`src/rtl/wishbone_pkg.sv`:
```
// -----------------------------------------------------------------------------
// wishbone_pkg
//   Definitions shared by the classic Wishbone master controller and any block
//   that wants to observe its state:
//     - wb_ctrl_state_t : two-state controller FSM encoding (IDLE, CYCLE)
//     - WB_*_DEF        : default data/address widths and default watchdog limit
// -----------------------------------------------------------------------------
package wishbone_pkg;

  // Default bus geometry.
  localparam int WB_DAT_WIDTH_DEF = 8;
  localparam int WB_ADR_WIDTH_DEF = 16;

  // Default watchdog limit in clock cycles (only used when the watchdog is built in).
  localparam int WB_TIMEOUT_DEF   = 255;

  // Controller state: IDLE waits for a local request, CYCLE holds an open
  // Wishbone classic cycle until the slave acknowledges (or the watchdog fires).
  typedef enum logic {
    IDLE  = 1'b0,
    CYCLE = 1'b1
  } wb_ctrl_state_t;

endpackage : wishbone_pkg

```
`src/rtl/wishbone_ctrl_classic.sv`:
```
// -----------------------------------------------------------------------------
// wishbone_ctrl_classic
//   Single-outstanding Wishbone classic master. A local request (start) is
//   captured in IDLE and turned into one Wishbone cycle; the cycle is held until
//   ack_i, then the controller returns to IDLE with a one-cycle done pulse.
//
// Optional feature (compile-time macro WB_CTRL_TIMEOUT_EN):
//   defined   : a watchdog ends a cycle after TIMEOUT_CYCLES clocks without
//               ack_i, pulsing done and error together; read_data is untouched.
//   undefined : no watchdog, error is tied low, cycles wait forever for ack_i.
//
// Parameters:
//   DAT_WIDTH       data bus width
//   ADR_WIDTH       address bus width
//   TIMEOUT_CYCLES  watchdog limit in clock cycles, 1..65535
//
// Ports:
//   clk_i        clock, all state changes on the rising edge
//   rst_ni       asynchronous active-low reset
//   start        local request, only sampled in IDLE
//   write_en     1 = write cycle, 0 = read cycle
//   addr         local address
//   write_data   local write data
//   read_data    last successfully read word
//   busy         high whenever the controller is not IDLE
//   done         one-cycle completion pulse
//   error        one-cycle timeout pulse, coincident with done
//   cyc_o/stb_o  Wishbone cycle / strobe
//   we_o         Wishbone write enable
//   adr_o        Wishbone address
//   dat_o        Wishbone write data
//   dat_i        Wishbone read data
//   ack_i        Wishbone acknowledge
// -----------------------------------------------------------------------------
module wishbone_ctrl_classic
  import wishbone_pkg::*;
#(
  parameter int DAT_WIDTH      = WB_DAT_WIDTH_DEF,
  parameter int ADR_WIDTH      = WB_ADR_WIDTH_DEF,
  parameter int TIMEOUT_CYCLES = WB_TIMEOUT_DEF
) (
  input  logic                 clk_i,
  input  logic                 rst_ni,

  // Local request side
  input  logic                 start,
  input  logic                 write_en,
  input  logic [ADR_WIDTH-1:0] addr,
  input  logic [DAT_WIDTH-1:0] write_data,
  output logic [DAT_WIDTH-1:0] read_data,
  output logic                 busy,
  output logic                 done,
  output logic                 error,

  // Wishbone master side
  output logic                 cyc_o,
  output logic                 stb_o,
  output logic                 we_o,
  output logic [ADR_WIDTH-1:0] adr_o,
  output logic [DAT_WIDTH-1:0] dat_o,
  input  logic [DAT_WIDTH-1:0] dat_i,
  input  logic                 ack_i
);

  // Reject an out-of-range watchdog limit at elaboration time.
  if ((TIMEOUT_CYCLES < 1) || (TIMEOUT_CYCLES > 65535)) begin : g_bad_timeout
    $error("wishbone_ctrl_classic: TIMEOUT_CYCLES must be in 1..65535");
  end

  // ---------------------------------------------------------------------------
  // State
  // ---------------------------------------------------------------------------
  wb_ctrl_state_t         state_q,     state_d;
  logic                   we_q,        we_d;
  logic [ADR_WIDTH-1:0]   adr_q,       adr_d;
  logic [DAT_WIDTH-1:0]   dat_q,       dat_d;
  logic [DAT_WIDTH-1:0]   read_data_q, read_data_d;
  logic                   done_q,      done_d;

`ifdef WB_CTRL_TIMEOUT_EN
  localparam int CNT_W = $clog2(TIMEOUT_CYCLES + 1);
  // The counter holds the number of CYCLE clocks already spent without ack.
  // The edge that would bring it to TIMEOUT_CYCLES is the timeout edge, so
  // the comparison is made against the limit minus one.
  localparam logic [CNT_W-1:0] CNT_LAST = CNT_W'(TIMEOUT_CYCLES - 1);

  logic [CNT_W-1:0]       cnt_q,       cnt_d;
  logic                   error_q,     error_d;
`endif

  // ---------------------------------------------------------------------------
  // State register
  // ---------------------------------------------------------------------------
  always_ff @(posedge clk_i or negedge rst_ni) begin
    if (!rst_ni) begin
      state_q     <= IDLE;
      we_q        <= 1'b0;
      adr_q       <= '0;
      dat_q       <= '0;
      read_data_q <= '0;
      done_q      <= 1'b0;
`ifdef WB_CTRL_TIMEOUT_EN
      cnt_q       <= '0;
      error_q     <= 1'b0;
`endif
    end else begin
      state_q     <= state_d;
      we_q        <= we_d;
      adr_q       <= adr_d;
      dat_q       <= dat_d;
      read_data_q <= read_data_d;
      done_q      <= done_d;
`ifdef WB_CTRL_TIMEOUT_EN
      cnt_q       <= cnt_d;
      error_q     <= error_d;
`endif
    end
  end

  // ---------------------------------------------------------------------------
  // Next-state logic
  // ---------------------------------------------------------------------------
  always_comb begin
    state_d     = state_q;
    we_d        = we_q;
    adr_d       = adr_q;
    dat_d       = dat_q;
    read_data_d = read_data_q;
    done_d      = 1'b0;
`ifdef WB_CTRL_TIMEOUT_EN
    cnt_d       = cnt_q;
    error_d     = 1'b0;
`endif

    unique case (state_q)
      IDLE: begin
        // ack_i is deliberately not looked at here: a stray ack while idle
        // must not complete anything.
        if (start) begin
          state_d = CYCLE;
          we_d    = write_en;
          adr_d   = addr;
          dat_d   = write_data;
`ifdef WB_CTRL_TIMEOUT_EN
          cnt_d   = '0;
`endif
        end
      end

      CYCLE: begin
        // start is ignored here; the bus qualifiers stay frozen in we_q,
        // adr_q and dat_q until the cycle ends.
        if (ack_i) begin
          // Ack wins over a simultaneous watchdog expiry.
          state_d = IDLE;
          done_d  = 1'b1;
          if (!we_q) begin
            read_data_d = dat_i;
          end
        end
`ifdef WB_CTRL_TIMEOUT_EN
        else if (cnt_q == CNT_LAST) begin
          state_d = IDLE;
          done_d  = 1'b1;
          error_d = 1'b1;
        end else begin
          cnt_d = cnt_q + 1'b1;
        end
`endif
      end

      default: begin
        state_d = IDLE;
      end
    endcase
  end

  // ---------------------------------------------------------------------------
  // Outputs
  // ---------------------------------------------------------------------------
  // cyc/stb are decoded straight from the state register so that an
  // asynchronous reset drops them immediately, and so that the IDLE clock
  // following every completion guarantees a gap of at least one clock.
  assign cyc_o     = (state_q == CYCLE);
  assign stb_o     = (state_q == CYCLE);
  assign busy      = (state_q != IDLE);
  assign we_o      = we_q;
  assign adr_o     = adr_q;
  assign dat_o     = dat_q;
  assign read_data = read_data_q;
  assign done      = done_q;

`ifdef WB_CTRL_TIMEOUT_EN
  assign error     = error_q;
`else
  assign error     = 1'b0;
`endif

endmodule : wishbone_ctrl_classic

```
`config.mk`:
```
export PLATFORM = sky130hd
export DESIGN_NAME = wishbone_ctrl_classic
export DESIGN_NICKNAME = d
export VERILOG_FILES = /design/src/rtl/wishbone_pkg.sv /design/src/rtl/wishbone_ctrl_classic.sv
export SDC_FILE = /design/constraint.sdc
export NUM_CORES = 1
export LEC_CHECK = 0
export ABC_CLOCK_PERIOD_IN_PS = 2590
export BUFFER_PORTS_ARGS = -buffer_cell sky130_fd_sc_hd__buf_4
export CORE_UTILIZATION = 47
export DETAILED_ROUTE_END_ITERATION = 12
export HOLD_SLACK_MARGIN = 0.02
export PLACE_DENSITY_LB_ADDON = 0.3
export SYNTH_ARGS = -nofsm -noshare
export SYNTH_HDL_FRONTEND = slang
export SYNTH_SLANG_ARGS = --single-unit
export TNS_END_PERCENT = 100
```
`constraint.sdc`:
```
create_clock -name clk_i -period 2.59 [get_ports clk_i]
set_input_delay 0.259 -clock clk_i [delete_from_list [all_inputs] [get_ports clk_i]]
set_output_delay 0.259 -clock clk_i [all_outputs]
set_load 0.01 [all_outputs]
```
==> key figures, run 1 <==
Logic synthesis
  – Cells after Synth: 80
  – Synth top area share: 62.1%
  – #FFs+latches synth: 35
  – Post-synth ARST share: 100%
  – Post-synthesis mux area share: 31.7%
  – Part of the Yosys area used for sequential elements: 62.1%
  – Post-Syn Area: 0.00141 mm2
  – Synth Net Count: 117
  – Cell with the most instances after synthesis: dfrtp_1
  – Netlist cell types: 10
  – Post-synth EDFFs: 0
  – Synth Area in Adders: 0%
  – Post-synthesis xor/xnor area fraction: 0%
  – Avg Inst Size Synth: 17.6 um2
  – Synth Area in Compound Gates: 0%
  – Top FF cell, synth: dfrtp_1
  – Simple-gate share of the synthesized area: 1.95%
  – Cell taking the most area after synthesis: dfrtp_1
  – Ys Warns: 0
  – Top cells by area, synth: dfrtp_1 62%, mux2_4 21%, mux2_2 10%
  – Synth cell count leaders: 35 x dfrtp_1, 20 x mux2_4, 13 x mux2_2, 3 x buf_4, 3 x buf_6
  – Main combinational cell family by area after synthesis: multiplexers

Detailed routing
  – Vias per cell: 4.83
  – Routed Wire Length: 2690 um
  – TritonRoute pass-1 iters: 8
  – Per-cell routed wire length: 14.3 um
  – Post-route ant nets: 0
  – DR iter-0 viols: 34
  – Residual DRC count: 12
  – Via count: 908

Clock network
  – Root Buffer Master: clkbuf_4
  – Worst-case clock buffer depth: 2
  – CTS clk-pin slew, worst paths: 110 ps
  – Clk_lat worst skew: 340 ps
  – Total CTS buffers: 5
  – # Post-CTS Setup Buffers: 0
  – CTS tree: yes
  – H-tree depth: 2
  – Post-cts sizing count: 0
  – Sink Count: 35

Pwr
  – Power Density: 854 mW/mm2
  – VDD IR-drop max: 0.000518 V
  – Power consumption: 1720 uW
  – Static Leak: 0.00102 uW

STA
  – Fmax: 563 MHz
  – Setup violators final: 0
  – PnR worst setup slack: 815 ps
  – Max Slew Vio Count: 0
  – Clk_skew: 12.3 ps
  – Sum Neg Setup Slack: 0 ps
  – Final Hold Violating Endpoints: 0
  – Worst slew pin tran: 664 ps
  – RSZ-0062 raised after global routing: no
  – Period Utilization, post-route: 68.5%
  – Post-layout min period: 1780 ps
  – Normalized max-slew margin: 55.6%

Outcome
  – Status: finished, violations left
  – Failing checks: DRC

Setup path
  – Arr. time, crit path: 2000 ps
  – Required @ worst endpoint: 2820 ps
  – CP Launch Point: busy
  – Nature of the critical path startpoint: flop
  – Critical path capture point type: flop
  – Setup Crit Path Kind: flop to flop
  – R2r startpoint: busy
  – Worst-path fanout max: 19

Global route
  – GR Overflow Total: 0
  – Vias in the first global route: 901
  – Initial antenna violation count: 0
  – Total GRT Usage: 18.3%
  – First-pass GRT wire length: 4340 um
  – Largest net degree at the start of global routing: 36

Die
  – Die Wd: 56.8 um
  – Die footprint: 0.00322 mm2
  – IO Count: 75
  – Die height: 56.8 um
  – Core Box Area: 0.00281 mm2
  – Initial Util: 50.3%
  – Std-Cell Rows: 19

Worst hold path
  – Hold WC Path Type: input port to flop
  – Min-delay src: addr[6]

Final layout
  – Finished Core Util: 71.9%
  – Fin nets: 193
  – N_diodes: 0
  – Syn-to-layout area delta: 42.9%
  – Layout cell share with drive strength beyond 1: 72.6%

Place
  – Post-Place Worst Slack: 803 ps
  – Placer congestion estimate: 0.716
  – HPWL Detailed: 1940 um
  – I/O Buffers: 73

Flow run
  – MaxCap Viol Count: 0
## per-layer routing
layer	wire length (um)	global-route usage, %
met1	1130	24.8
met2	1290	26.7
met3	225	7.37
met4	40	6.27
met5	0	0
## report_power, final
group | total (uW) | switching [uW] | leakage, uW | internal, uW
registers | 801 | 93.3 | 0.000410 | 707
logic | 644 | 230 | 0.000579 | 414
clock network | 277 | 171 | 0.0000293 | 106
## registers in the layout (all words and copies together) (netlist names)
register	cells
busy	1
we_o	1
done	1
adr_o	16
dat_o	8
read_data	8
## worst paths after layout
kind	to	slack, ps	cells past startpoint
max	adr_o[10]	810	3
min	adr_o[6]	150	2
max reg2reg	adr_o[10]	810	3
min reg2reg	read_data[3]	510	1
max in group asynchronous	we_o	1880	2
min in group asynchronous	adr_o[3]	390	2
## cell type report
class                   instances  area, um2
fillers                       200        790
well taps                      31       38.8
clock inverters                 1       5.00
multi-input cells              39        485
flip-flops and latches         35        876
clock buffers                   7       45.0
repair buffers                 75        566
## kinds of logic (layout without fill, tap and decap cells)
family                 count (synthesis)  in the layout
buffers and inverters                  6             83
DFF                                   35             35
muxes                                 33             33
other                                  1              1
and+or+nand+nor                        5              5
## worst max-delay path, stage by stage, from the launching register on
cell     delay [ps]
dfrtp_1         480
nor2b_4         580
buf_4           310
mux2_4          310
## layout by cell type (no fill, tap or decap)
master / synthesis / routed
and2_1: 1 / 1
clkbuf_1: 0 / 2
conb_1: 1 / 1
clkbuf_4: 0 / 5
dfrtp_1: 35 / 35
nand3b_1: 1 / 1
nor2b_4: 0 / 1
mux2_2: 13 / 13
dlygate4sd3_1: 0 / 1
mux2_4: 20 / 20
clkinv_2: 0 / 1
nor2_1: 2 / 2
buf_4: 3 / 74
## repair_timing
action,in CTS,in global routing
hold endpoints to repair,35,0
setup endpoints to repair,0,0
hold buffers,1,0
## through the flow
stage / std cells / area, um2 / hold slack [ps]
finish: 188 / 2020 / 146
global route: 188 / 2020 / 127
CTS: 188 / 2020 / 133
detailed placement: 179 / 1960 / 231
global placement: 179 / 1960 / 224
floorplan: 80 / 1410 / -36.6
No activity file was read; power rests on OpenSTA's default activity.
==> inputs of run 2 (changes only) <==
--- a/config.mk
+++ b/config.mk
@@ -5,9 +5,9 @@
 export SDC_FILE = /design/constraint.sdc
 export NUM_CORES = 1
 export LEC_CHECK = 0
-export ABC_CLOCK_PERIOD_IN_PS = 2590
+export ABC_CLOCK_PERIOD_IN_PS = 1630
 export BUFFER_PORTS_ARGS = -buffer_cell sky130_fd_sc_hd__buf_4
-export CORE_UTILIZATION = 47
+export CORE_UTILIZATION = 39
 export DETAILED_ROUTE_END_ITERATION = 12
 export HOLD_SLACK_MARGIN = 0.02
 export PLACE_DENSITY_LB_ADDON = 0.3
==> constraint.sdc (replaced) <==
create_clock -name clk_i -period 1.63 [get_ports clk_i]
set_input_delay 0.163 -clock clk_i [delete_from_list [all_inputs] [get_ports clk_i]]
set_output_delay 0.163 -clock clk_i [all_outputs]
set_load 0.01 [all_outputs]
==> run 2 against run 1 <==
The run now ends clean. Sequential share of layout area fell by 0.79 points. Worst hold slack got worse by 79 ps. Combinational power increased by 61%. Critical endpoint is now read_data[6]. Highest routed layer unchanged.
==> key figures, run 2 (same netlist as run 1, synthesis figures left out) <==
Clock network
  – Post-cts sizing count: 0
  – Total CTS buffers: 5
  – Root Buffer Master: clkbuf_4
  – Clk_lat worst skew: 320 ps
  – Worst-case clock buffer depth: 2
  – CTS clk-pin slew, worst paths: 100 ps
  – H-tree depth: 2
  – CTS tree: yes
  – Sink Count: 35

Global route
  – Largest net degree at the start of global routing: 36
  – First-pass GRT wire length: 4460 um
  – Total GRT Usage: 15.2%
  – Initial antenna violation count: 0
  – Vias in the first global route: 960
  – GR Overflow Total: 0

Die
  – Core Box Area: 0.00339 mm2
  – Initial Util: 41.6%
  – Std-Cell Rows: 21
  – Die Wd: 62.1 um
  – Die height: 62.1 um
  – Die footprint: 0.00386 mm2
  – IO Count: 75

Pwr
  – Sequential power share: 46.1%
  – Psw: 776 uW
  – Switching Share: 28.1%
  – Power Density: 1350 mW/mm2
  – Internal: 1990 uW
  – Static Leak: 0.00103 uW
  – Logic gate share of total power: 37.5%
  – Clock share of power: 16.5%
  – VDD IR-drop max: 0.000669 V
  – Power consumption: 2760 uW

Setup path
  – Nature of the critical path startpoint: flop
  – Worst path bufs/invs: 0
  – R2R cell count: 2
  – Crit-path cells: nand3b_1 -> mux2_2
  – Setup Crit Path Kind: flop to flop
  – Arr. time, crit path: 1560 ps
  – Required @ worst endpoint: 1840 ps
  – Critical path capture point type: flop
  – R2R Setup Slk: 280 ps
  – Worst-path fanout max: 8
  – Crit path largest cell delay: 510 ps
  – Reg2reg end: read_data[6]
  – Crit path max-delay family: flip-flops
  – R2r startpoint: busy
  – Slowest-stage cell, CP: dfrtp_1

Worst hold path
  – Hold WC Path Type: input port to flop
  – Hold Crit Endpoint: adr_o[13]
  – Min-delay src: addr[13]
  – Hold-critical path depth: 2

Final layout
  – Layout cell share with drive strength beyond 1: 73.7%
  – Most frequent cells in the layout: 73 x buf_4, 35 x dfrtp_1, 20 x mux2_4
  – Syn-to-layout area delta: 45.6%
  – Most common cell after layout, fill and taps aside: buf_4
  – Number of flip-flops in the largest register: 16
  – N_diodes: 0
  – Fillers: 272
  – Final instance area: 0.00205 mm2
  – Fin nets: 193

Detailed routing
  – Residual DRC count: 0
  – Routed Wire Length: 2710 um
  – Per-cell routed wire length: 13.4 um
  – Vias per cell: 4.59
  – TritonRoute pass-1 iters: 2
  – Via count: 927
  – Post-route ant nets: 0
  – DR iter-0 viols: 18

STA
  – Fin Hold WS: 66.6 ps
  – Fmax: 740 MHz
  – Max Slew Vio Count: 0
  – Clk_skew: 4.17 ps
  – Final Hold Violating Endpoints: 0
  – RSZ-0062 raised after global routing: no
  – Sum Neg Setup Slack: 0 ps
  – Period Utilization, post-route: 82.9%
  – PnR worst setup slack: 278 ps
  – Setup violators final: 0
  – Post-layout min period: 1350 ps

Place
  – Placer congestion estimate: 0.683
  – Cell Area, Placed: 0.00199 mm2
  – HPWL Detailed: 1960 um
  – I/O Buffers: 73
  – Post-Place Worst Slack: 288 ps

Outcome
  – Status: complete, no violations

Flow run
  – MaxCap Viol Count: 0
==> run 2: cell types whose count changed in the layout (fill, tap and decap cells not counted) <==
cell	delta
buf_12	+1
buf_4	-1
clkbuf_8	+1
clkbuf_1	-2
==> run 2: what timing repair did <==
action,in CTS,in global routing
hold buffers,1,0
endpoints found under the hold margin,35,0
setup buffers,0,0
==> run 2: stage by stage <==
| step | std cells | utilization (%) |
|---|---|---|
| 5_1_grt | 202 | 60.6 |
| 4_1_cts | 202 | 60.6 |
| 3_5_place_dp | 194 | 58.6 |
| 2_1_floorplan | 80 | - |
| 3_3_place_gp | 194 | 58.6 |
| 6_report | 202 | 60.6 |
==> run 2: how the worst max path moves through the flow <==
stage                     cells past startpoint  start           end
after global routing                          2   busy  read_data[6]
final                                         2   busy  read_data[6]
after CTS                                     2   busy  read_data[6]
after global placement                        2   busy  read_data[1]
after detailed placement                      2   busy  read_data[6]
after floorplan                               4   busy      adr_o[0]
==> run 2: worst reg2reg max path, delay by kind of cell (launching register included) <==
| kind | cells | cell delay, ps |
|---|---|---|
| AND/OR/NAND/NOR | 1 | 350 |
| multiplexers | 1 | 390 |
| flip-flops | 1 | 510 |
==> run 2: final cells by class <==
| class | instances | area [um2] | area share (%) |
|---|---|---|---|
| Clock buffer | 6 | 51.3 | 2.50 |
| Tap cell | 46 | 57.6 | 2.80 |
| Clock inverter | 1 | 5.00 | 0.244 |
| Multi-Input combinational cell | 39 | 485 | 23.6 |
| Timing Repair Buffer | 75 | 578 | 28.2 |
| Sequential cell | 35 | 876 | 42.7 |
==> run 2: metal layers <==
layer	vias to the layer above	track usage [%]	routed length, um
met5	-	0	0
met4	0	5.23	10
met3	2	7.17	206
met2	46	24.3	1370
met1	459	17.9	1120
li1	420	-	-
==> run 2: power by group through the flow <==
| stage | clock [uW] | sequential [uW] | combinational [uW] |
|---|---|---|---|
| floorplan | 0 | 1390 | 386 |
| global placement | 0 | 1280 | 1020 |
| detailed placement | 0 | 1290 | 1040 |
| CTS | 482 | 1280 | 1050 |
| global route | 535 | 1310 | 1100 |
| finish | 455 | 1270 | 1040 |
